[config.mk]
export PLATFORM = sky130hd
export DESIGN_NAME = axi_lite_tlb_cfg_regs
export DESIGN_NICKNAME = d
export VERILOG_FILES = /design/src/rtl/tlb_cfg_pkg.sv /design/src/rtl/axi_lite_tlb_cfg_regs.sv
export SDC_FILE = /design/constraint.sdc
export NUM_CORES = 2
export LEC_CHECK = 0
export ABC_CLOCK_PERIOD_IN_PS = 2700
export BUFFER_PORTS_ARGS = -buffer_cell sky130_fd_sc_hd__buf_2
export CAP_MARGIN = 0
export CORE_AREA = 2 2 368 370
export CTS_BUF_LIST = sky130_fd_sc_hd__clkbuf_8
export DETAILED_ROUTE_END_ITERATION = 16
export DIE_AREA = 0 0 370 372
export PLACE_DENSITY = 0.63
export SYNTH_ARGS = -nofsm -noshare
export SYNTH_HDL_FRONTEND = slang
export SYNTH_SLANG_ARGS = --single-unit
export TNS_END_PERCENT = 1
[constraint.sdc]
create_clock -name clk_i -period 2.7 [get_ports clk_i]
set_input_delay 0.27 -clock clk_i [delete_from_list [all_inputs] [get_ports clk_i]]
set_output_delay 0.27 -clock clk_i [all_outputs]
set_load 0.02 [all_outputs]
[src/rtl/tlb_cfg_pkg.sv]
// Shared types and constants for the C2H TLB configuration register file:
// AXI-Lite request/response structs, the TLB entry record, the address
// decode record, the FSM state encodings and word-level helper functions.
package tlb_cfg_pkg;

    localparam int unsigned LiteAddrWidth = 32;
    localparam int unsigned LiteDataWidth = 32;

    // Word offsets inside one 16-byte entry
    localparam logic [1:0] WordFirst = 2'd0;
    localparam logic [1:0] WordLast  = 2'd1;
    localparam logic [1:0] WordBase  = 2'd2;
    localparam logic [1:0] WordFlags = 2'd3;

    localparam logic [11:0] LockOffset = 12'hFFC;
    localparam logic [31:0] WindowSize = 32'h1000;

    // AXI response codes
    localparam logic [1:0] RespOkay   = 2'b00;
    localparam logic [1:0] RespSlverr = 2'b10;
    localparam logic [1:0] RespDecerr = 2'b11;

    // AXI-Lite request; protection bits are not carried because this slave
    // treats every access identically.
    typedef struct packed {
        logic [LiteAddrWidth-1:0]   aw_addr;
        logic                       aw_valid;
        logic [LiteDataWidth-1:0]   w_data;
        logic [LiteDataWidth/8-1:0] w_strb;
        logic                       w_valid;
        logic                       b_ready;
        logic [LiteAddrWidth-1:0]   ar_addr;
        logic                       ar_valid;
        logic                       r_ready;
    } axi_lite_req_t;

    typedef struct packed {
        logic                     aw_ready;
        logic                     w_ready;
        logic [1:0]               b_resp;
        logic                     b_valid;
        logic                     ar_ready;
        logic [LiteDataWidth-1:0] r_data;
        logic [1:0]               r_resp;
        logic                     r_valid;
    } axi_lite_resp_t;

    typedef struct packed {
        logic [31:0] first_page;
        logic [31:0] last_page;
        logic [31:0] base_page;
        logic        valid;
        logic        read_only;
    } tlb_entry_t;

    typedef struct packed {
        logic [7:0] index;
        logic [1:0] word;
        logic       decerr;
        logic       is_lock;
    } addr_dec_t;

    typedef enum logic [1:0] {
        W_IDLE,
        W_WAIT_W,
        W_WAIT_AW,
        W_RESP
    } w_state_e;

    typedef enum logic {
        R_IDLE,
        R_RESP
    } r_state_e;

    // Merge the strobed bytes of new_word over old_word
    function automatic logic [31:0] apply_strb(input logic [31:0] old_word,
                                               input logic [31:0] new_word,
                                               input logic [3:0]  strb);
        logic [31:0] merged;
        merged = old_word;
        for (int b = 0; b < 4; b++) begin
            if (strb[b]) merged[8*b +: 8] = new_word[8*b +: 8];
        end
        return merged;
    endfunction

    // Bus view of one word of an entry; unused flag bits read as zero
    function automatic logic [31:0] entry_word(input tlb_entry_t e,
                                               input logic [1:0] word);
        case (word)
            WordFirst: return e.first_page;
            WordLast:  return e.last_page;
            WordBase:  return e.base_page;
            default:   return {30'b0, e.read_only, e.valid};
        endcase
    endfunction

    // Replace one word of an entry; upper flag bits are dropped
    function automatic tlb_entry_t set_entry_word(input tlb_entry_t  e,
                                                  input logic [1:0]  word,
                                                  input logic [31:0] value);
        tlb_entry_t n;
        n = e;
        case (word)
            WordFirst: n.first_page = value;
            WordLast:  n.last_page  = value;
            WordBase:  n.base_page  = value;
            default: begin
                n.valid     = value[0];
                n.read_only = value[1];
            end
        endcase
        return n;
    endfunction

endpackage

[src/rtl/axi_lite_tlb_cfg_regs.sv]
// AXI-Lite slave holding the C2H TLB entry table. Independent write and read
// handshake FSMs, address decode into 16-byte entries, and a registered flat
// entry table output for the TLB.
// Optional feature: define TLB_CFG_LOCK_EN to add the sticky lock register at
// offset 0xFFC that blocks entry writes (SLVERR) once set.
module axi_lite_tlb_cfg_regs
    import tlb_cfg_pkg::*;
#(
    parameter int unsigned              NumEntries   = 8,
    parameter int unsigned              AxiAddrWidth = 32,
    parameter int unsigned              AxiDataWidth = 32,
    parameter logic [AxiAddrWidth-1:0]  BaseAddr     = 32'h1040_0000,
    parameter type                      req_lite_t   = axi_lite_req_t,
    parameter type                      resp_lite_t  = axi_lite_resp_t
) (
    input  logic                         clk_i,
    input  logic                         rst_ni,
    input  req_lite_t                    axi_req_i,
    output resp_lite_t                   axi_resp_o,
    output tlb_entry_t [NumEntries-1:0]  entries_o
);

    if (AxiDataWidth != 32) begin : g_bad_data_width
        $fatal(1, "axi_lite_tlb_cfg_regs: only 32-bit AXI-Lite data is supported");
    end
    if (NumEntries < 1 || NumEntries > 255) begin : g_bad_num_entries
        $fatal(1, "axi_lite_tlb_cfg_regs: NumEntries must be in 1..255");
    end

    // Write channel
    w_state_e                  w_state_q, w_state_d;
    logic [AxiAddrWidth-1:0]   aw_addr_q, wr_addr;
    logic [AxiDataWidth-1:0]   w_data_q, wr_data;
    logic [AxiDataWidth/8-1:0] w_strb_q, wr_strb;
    logic                      aw_ready, w_ready;
    logic                      latch_aw, latch_w, wr_commit;
    addr_dec_t                 wr_dec;
    logic [1:0]                wr_resp, b_resp_q;
    logic                      wr_entry_en;

    // Read channel
    r_state_e                  r_state_q, r_state_d;
    logic                      ar_ready, rd_capture;
    addr_dec_t                 rd_dec;
    logic [AxiDataWidth-1:0]   rd_word, r_data_q;
    logic [1:0]                rd_resp, r_resp_q;

    // Storage
    tlb_entry_t [NumEntries-1:0] entry_q;
    logic                        lock_q;
`ifdef TLB_CFG_LOCK_EN
    logic                        wr_lock_set;
`endif

    // Map a bus address onto entry index / word, flagging unmapped offsets
    function automatic addr_dec_t decode(input logic [AxiAddrWidth-1:0] addr);
        addr_dec_t               d;
        logic [AxiAddrWidth-1:0] off;
        off       = addr - BaseAddr;
        d.index   = off[11:4];
        d.word    = off[3:2];
        d.decerr  = 1'b1;
        d.is_lock = 1'b0;
        // Addresses below BaseAddr wrap to a huge offset and fail this test
        if (off < WindowSize) begin
`ifdef TLB_CFG_LOCK_EN
            if (off[11:0] == LockOffset) begin
                d.is_lock = 1'b1;
                d.decerr  = 1'b0;
            end else
`endif
            if (32'(d.index) < NumEntries) d.decerr = 1'b0;
        end
        return d;
    endfunction

    // Write FSM state register
    always_ff @(posedge clk_i or negedge rst_ni) begin
        // NOTE: non-blocking assignments for every flop so all state updates
        // see pre-edge values regardless of statement order.
        if (!rst_ni) w_state_q <= W_IDLE;
        else         w_state_q <= w_state_d;
    end

    // Write FSM next state, ready outputs and selection of the committing beat
    always_comb begin
        // NOTE: every output gets a default first so no path leaves a
        // variable unassigned and no latch is inferred.
        w_state_d = w_state_q;
        aw_ready  = 1'b0;
        w_ready   = 1'b0;
        latch_aw  = 1'b0;
        latch_w   = 1'b0;
        wr_commit = 1'b0;
        wr_addr   = aw_addr_q;
        wr_data   = w_data_q;
        wr_strb   = w_strb_q;
        case (w_state_q)
            W_IDLE: begin
                aw_ready = 1'b1;
                w_ready  = 1'b1;
                if (axi_req_i.aw_valid && axi_req_i.w_valid) begin
                    wr_addr   = axi_req_i.aw_addr;
                    wr_data   = axi_req_i.w_data;
                    wr_strb   = axi_req_i.w_strb;
                    wr_commit = 1'b1;
                    w_state_d = W_RESP;
                end else if (axi_req_i.aw_valid) begin
                    latch_aw  = 1'b1;
                    w_state_d = W_WAIT_W;
                end else if (axi_req_i.w_valid) begin
                    latch_w   = 1'b1;
                    w_state_d = W_WAIT_AW;
                end
            end
            W_WAIT_W: begin
                w_ready = 1'b1;
                if (axi_req_i.w_valid) begin
                    wr_data   = axi_req_i.w_data;
                    wr_strb   = axi_req_i.w_strb;
                    wr_commit = 1'b1;
                    w_state_d = W_RESP;
                end
            end
            W_WAIT_AW: begin
                aw_ready = 1'b1;
                if (axi_req_i.aw_valid) begin
                    wr_addr   = axi_req_i.aw_addr;
                    wr_commit = 1'b1;
                    w_state_d = W_RESP;
                end
            end
            default: begin
                if (axi_req_i.b_ready) w_state_d = W_IDLE;
            end
        endcase
    end

    // Write decode: response code and which storage the committing beat hits
    always_comb begin
        wr_dec      = decode(wr_addr);
        wr_resp     = RespOkay;
        wr_entry_en = 1'b0;
`ifdef TLB_CFG_LOCK_EN
        wr_lock_set = 1'b0;
`endif
        if (wr_dec.decerr) begin
            wr_resp = RespDecerr;
        end else if (wr_dec.is_lock) begin
`ifdef TLB_CFG_LOCK_EN
            wr_lock_set = wr_commit && wr_strb[0] && wr_data[0];
`endif
        end else if (lock_q) begin
            wr_resp = RespSlverr;
        end else begin
            wr_entry_en = wr_commit;
        end
    end

    // Capture an early AW or W beat and the response of the committed write
    always_ff @(posedge clk_i or negedge rst_ni) begin
        if (!rst_ni) begin
            aw_addr_q <= '0;
            w_data_q  <= '0;
            w_strb_q  <= '0;
            b_resp_q  <= RespOkay;
        end else begin
            if (latch_aw)  aw_addr_q <= axi_req_i.aw_addr;
            if (latch_w) begin
                w_data_q <= axi_req_i.w_data;
                w_strb_q <= axi_req_i.w_strb;
            end
            if (wr_commit) b_resp_q <= wr_resp;
        end
    end

    // Read FSM state register
    always_ff @(posedge clk_i or negedge rst_ni) begin
        if (!rst_ni) r_state_q <= R_IDLE;
        else         r_state_q <= r_state_d;
    end

    // Read FSM next state and ready output
    always_comb begin
        r_state_d  = r_state_q;
        ar_ready   = 1'b0;
        rd_capture = 1'b0;
        case (r_state_q)
            R_IDLE: begin
                ar_ready = 1'b1;
                if (axi_req_i.ar_valid) begin
                    rd_capture = 1'b1;
                    r_state_d  = R_RESP;
                end
            end
            default: begin
                if (axi_req_i.r_ready) r_state_d = R_IDLE;
            end
        endcase
    end

    // Read decode and data mux over the current (pre-write) table
    always_comb begin
        rd_dec  = decode(axi_req_i.ar_addr);
        rd_word = '0;
        rd_resp = RespOkay;
        if (rd_dec.decerr) begin
            rd_resp = RespDecerr;
        end else if (rd_dec.is_lock) begin
            rd_word = {31'b0, lock_q};
        end else begin
            for (int i = 0; i < int'(NumEntries); i++) begin
                if (rd_dec.index == 8'(i)) rd_word = entry_word(entry_q[i], rd_dec.word);
            end
        end
    end

    // Hold read data and response stable until the R handshake
    always_ff @(posedge clk_i or negedge rst_ni) begin
        if (!rst_ni) begin
            r_data_q <= '0;
            r_resp_q <= RespOkay;
        end else if (rd_capture) begin
            r_data_q <= rd_word;
            r_resp_q <= rd_resp;
        end
    end

    // Entry table update with byte strobes
    always_ff @(posedge clk_i or negedge rst_ni) begin
        // NOTE: the table is plain flops, not a RAM, and is reset so every
        // entry comes up invalid before the TLB looks at it.
        if (!rst_ni) begin
            entry_q <= '0;
        end else if (wr_entry_en) begin
            for (int i = 0; i < int'(NumEntries); i++) begin
                if (wr_dec.index == 8'(i)) begin
                    entry_q[i] <= set_entry_word(entry_q[i], wr_dec.word,
                                      apply_strb(entry_word(entry_q[i], wr_dec.word),
                                                 wr_data, wr_strb));
                end
            end
        end
    end

`ifdef TLB_CFG_LOCK_EN
    // Sticky lock: set by writing 1 to bit 0, cleared only by reset
    always_ff @(posedge clk_i or negedge rst_ni) begin
        if (!rst_ni)          lock_q <= 1'b0;
        else if (wr_lock_set) lock_q <= 1'b1;
    end
`else
    assign lock_q = 1'b0;
`endif

    // Drive the response struct and table output
    always_comb begin
        axi_resp_o          = '0;
        axi_resp_o.aw_ready = aw_ready;
        axi_resp_o.w_ready  = w_ready;
        axi_resp_o.b_valid  = (w_state_q == W_RESP);
        axi_resp_o.b_resp   = b_resp_q;
        axi_resp_o.ar_ready = ar_ready;
        axi_resp_o.r_valid  = (r_state_q == R_RESP);
        axi_resp_o.r_data   = r_data_q;
        axi_resp_o.r_resp   = r_resp_q;
    end

    assign entries_o = entry_q;

endmodule

==> flow_summary_export.csv <==
group,metric,value,unit
logic_synthesis,synth-simple-area-share,4.04,%
run_status,violations,"setup timing",
timing,tightest_slew,1040,ps
logic_synthesis,syn_nets,4240,
layout,multi_input_area,25400,um^2
global_routing,track_usage,31.7,%
worst_setup_path,crit_fanout,27,
die,rows,135,
placement,place_ws,-641,ps
logic_synthesis,synth_compound_area_share,14.4,%
logic_synthesis,ys_seq_area_share,45.8,%
timing,max_freq,314,MHz
global_routing,overflow,0,
die,ioPinCount,932,
worst_setup_path,path_class,"flip-flop to flip-flop",
route,drt_iter0_drc,4868,
logic_synthesis,synth_seq_cells,887,
die,die_y,372,um
die,dieArea,138000,um^2
clock_tree,clock_sinks,887,
worst_setup_path,reg2reg_from,"w_state_q[1]$_DFFE_PN0P_",
die,start_util,36.1,%
layout,nets,5500,
logic_synthesis,netlist_instances,4129,
logic_synthesis,netlist_area,48400,um^2
logic_synthesis,synth.avg_cell_area,11.7,um^2
layout,syn_to_final_growth,35.6,%
route,drt-pass1-iter-count,6,
timing,hold_slack,120,ps
run_status,outcome,"finished with violations",
route,wl,227,mm
power,power_density,758,nW/um^2
worst_setup_path,start_kind,"flip-flop",
power,p_leak,33.7,nW
die,dieWidth,370,um
worst_setup_path,startpoint,"w_state_q[1]$_DFFE_PN0P_",
route,vias,43800,
clock_tree,path_clk_slew,60,ps
clock_tree,cts_buffers,161,
timing,fin_crit,3180,ps
die,core,134000,um^2
worst_setup_path,critPathCaptureType,"flip-flop",
logic_synthesis,synth_xor_area_share,0.0181,%
global_routing,grt_max_degree,105,
timing,finalSetupViolations,813,
timing,period_share,118,%
timing,fin_setup_tns,-271920,ps
global_routing,grt_first_pass_wirelength,317,mm
worst_setup_path,arrival,4010,ps
logic_synthesis,synthFlopType,"dfrtp_1",
layout,post_route_cells_drive_above_1_share,43.6,%
clock_tree,htree_num_levels,4,
route,drtAntennaViolNets,0,
logic_synthesis,yosysWarnings,0,
power,ir_drop,0.606,mV
clock_tree,cts_tree,"yes",
clock_tree,clock_path_buffers,3,
route,wl_per_cell,31.1,um
worst_setup_path,cp.required,3530,ps
placement,portBuffers,927,
route,vias_per_cell,6.00,
placement,finalWeightedCongestion,0.927,
logic_synthesis,synth_async_sr_flop_share,100,%
timing,skew,72.9,ps
timing,relSlewSlack,30.7,%
timing,rsz0062_at_grt,"yes",
run,maxCapViolCount,0,
timing,fin_ws,-483,ps
layout,fillers,12200,
min_path,hp-start,"axi_req_i[80]",
logic_synthesis,synth-edff-count,0,
logic_synthesis,synth_top_family_by_area,"multiplexers",
layout,ff_latch_area,22200,um^2
clock_tree,cts_root_buffer,"clkbuf_8",
logic_synthesis,synth_cell_types,66,
logic_synthesis,synthAdderAreaFrac,0.103,%
clock_tree,clk_latency,980,ps
global_routing,grt_pass1_vias,43000,
timing,finalMaxSlewViolations,0,
timing,final_hold_viol_count,0,
route,drt_drc_violations_left,0,
placement,dp_hpwl,158,mm
min_path,min_path_type,"input port to flip-flop",
logic_synthesis,synthMuxAreaShare,29.8,%
global_routing,antenna_found_initial,14,
[kinds of logic (layout without fill, tap and decap cells)]
logic type	Yosys count	in the layout
muxes	1318	1318
xor gates and xnor gates	1	1
other	0	4
and+or+nand+nor	376	376
DFF	887	887
AOI/OAI and AO/OA	893	893
adders and majority gates	4	4
buffers and inverters	650	2028
[per-stage QoR]
step	utilization, %	power, mW	instances	area [um^2]
finish	48.9	49.8	7292	65700
global route	48.9	51.5	7291	65700
global placement	43.6	33.2	6864	58500
detailed placement	43.6	33.5	6864	58500
floorplan	-	24.0	4129	48700
CTS	48.2	48.7	7279	64800
[power by group]
group / total (mW) / internal (mW) / switching (mW)
Clock: 13.5 / 7.15 / 6.30
Combinational: 21.8 / 8.74 / 13.1
Sequential: 14.5 / 13.9 / 0.558
Total: 49.8 / 29.8 / 19.9
[area by class of cell]
cell class              count  share of cell area, %
flip-flops and latches    887                   33.8
clock buffers             202                   4.23
inverters                 297                   1.72
well taps                1781                   3.39
clock inverters            79                  0.829
multi-input cells        2592                   38.7
diodes                      4                 0.0152
repair buffers           1450                   17.3
[cells in the mapped netlist, types with 8 or more instances]
master     number  area share (%)
a2111oi_0      16            0.29
a211o_1        29            0.52
a211oi_1       31            0.48
a21o_1         28            0.43
a21oi_1       113             1.2
a221o_1        48            0.99
a22o_1         59             1.1
a22oi_1        59            0.91
a311o_1        16            0.33
a31o_2         26            0.47
a32oi_1        31            0.56
and2_1         12            0.16
buf_1          26            0.20
buf_2          79            0.82
buf_4          31            0.48
buf_6          19            0.44
clkbuf_1      196             1.5
dfrtp_1       887              46
inv_1         297             2.3
mux2_1        378             8.8
mux2_2        451              10
mux2i_1       473             9.8
mux4_2         16            0.74
nand2_1       110            0.85
nand3_1        44            0.45
nand4_1        16            0.21
nand4_4        10            0.44
nor2_1        116            0.90
nor3_1          8           0.083
nor4_1          8            0.10
o211ai_1       27            0.42
o21ai_0        85            0.88
o221ai_1      222             4.0
o2bb2ai_1      51            0.92
o31ai_1        31            0.48
[critical path: stages (launching register included)]
cell and delay, ps:
dfrtp_2 410, buf_12 130, clkinv_8 40, ha_4 170, mux2i_4 200, buf_6 130, buf_6 110, o21ai_4 210
and2_4 230, buf_12 140, buf_16 230, mux2_2 370, a221o_1 330, mux2_1 310
[routing by layer]
layer | vias to the layer above | routed length (um) | track usage (%)
met5 | - | 44 | 0
met4 | 6 | 12700 | 16.1
met3 | 652 | 24400 | 10.4
met2 | 2617 | 101000 | 48.6
met1 | 22400 | 88300 | 39.9
li1 | 18100 | - | -
[worst paths after layout]
check                                             end  slack [ps]  depth (start not counted)
max in group asynchronous    entries_o[7]$_DFFE_PN0P_        1360                          5
min                          aw_addr_q[7]$_DFFE_PN0P_         120                          3
max                        entries_o[528]$_DFFE_PN0P_        -480                         13
max reg2reg                entries_o[528]$_DFFE_PN0P_        -480                         13
min in group asynchronous  entries_o[466]$_DFFE_PN0P_         570                          4
min reg2reg                  r_data_q[24]$_DFFE_PN0P_         470                          2
[state kept, by name, summed over array words and instances, names as in the netlist]
| signal | flops |
|---|---|
| w_data_q | 32 |
| r_resp_q | 1 |
| r_data_q | 32 |
| b_resp_q | 1 |
| entries_o | 784 |
| r_state_q | 1 |
| aw_addr_q | 30 |
| w_state_q | 2 |
| w_strb_q | 4 |
[layout by cell type, fill, tap and decap left out, types with 27 or more instances in the layout]
cell,n
buf_2,922
dfrtp_1,886
mux2i_1,460
inv_1,347
mux2_2,345
mux2_1,296
buf_4,211
clkbuf_8,202
mux2_4,188
buf_12,146
o221ai_1,126
nor2_1,114
a21oi_1,108
nand2_1,104
o221ai_2,96
dlygate4sd3_1,87
o21ai_0,83
a22o_1,57
buf_6,56
o2bb2ai_1,51
a221o_1,48
a22oi_1,38
nand3_1,37
a211oi_1,31
a32oi_1,30
a211o_1,29
o211ai_1,27
[timing repair]
item | CTS | global route
endpoints found under the setup margin | 786 | 810
gates resized for setup | 318 | 148
hold endpoints to repair | 1520 | 0
hold buffers | 88 | 0
pin swaps | 30 | 13
setup buffers | 32 | 6
gates cloned | 15 | 3
(Power assumes the default switching activity.)
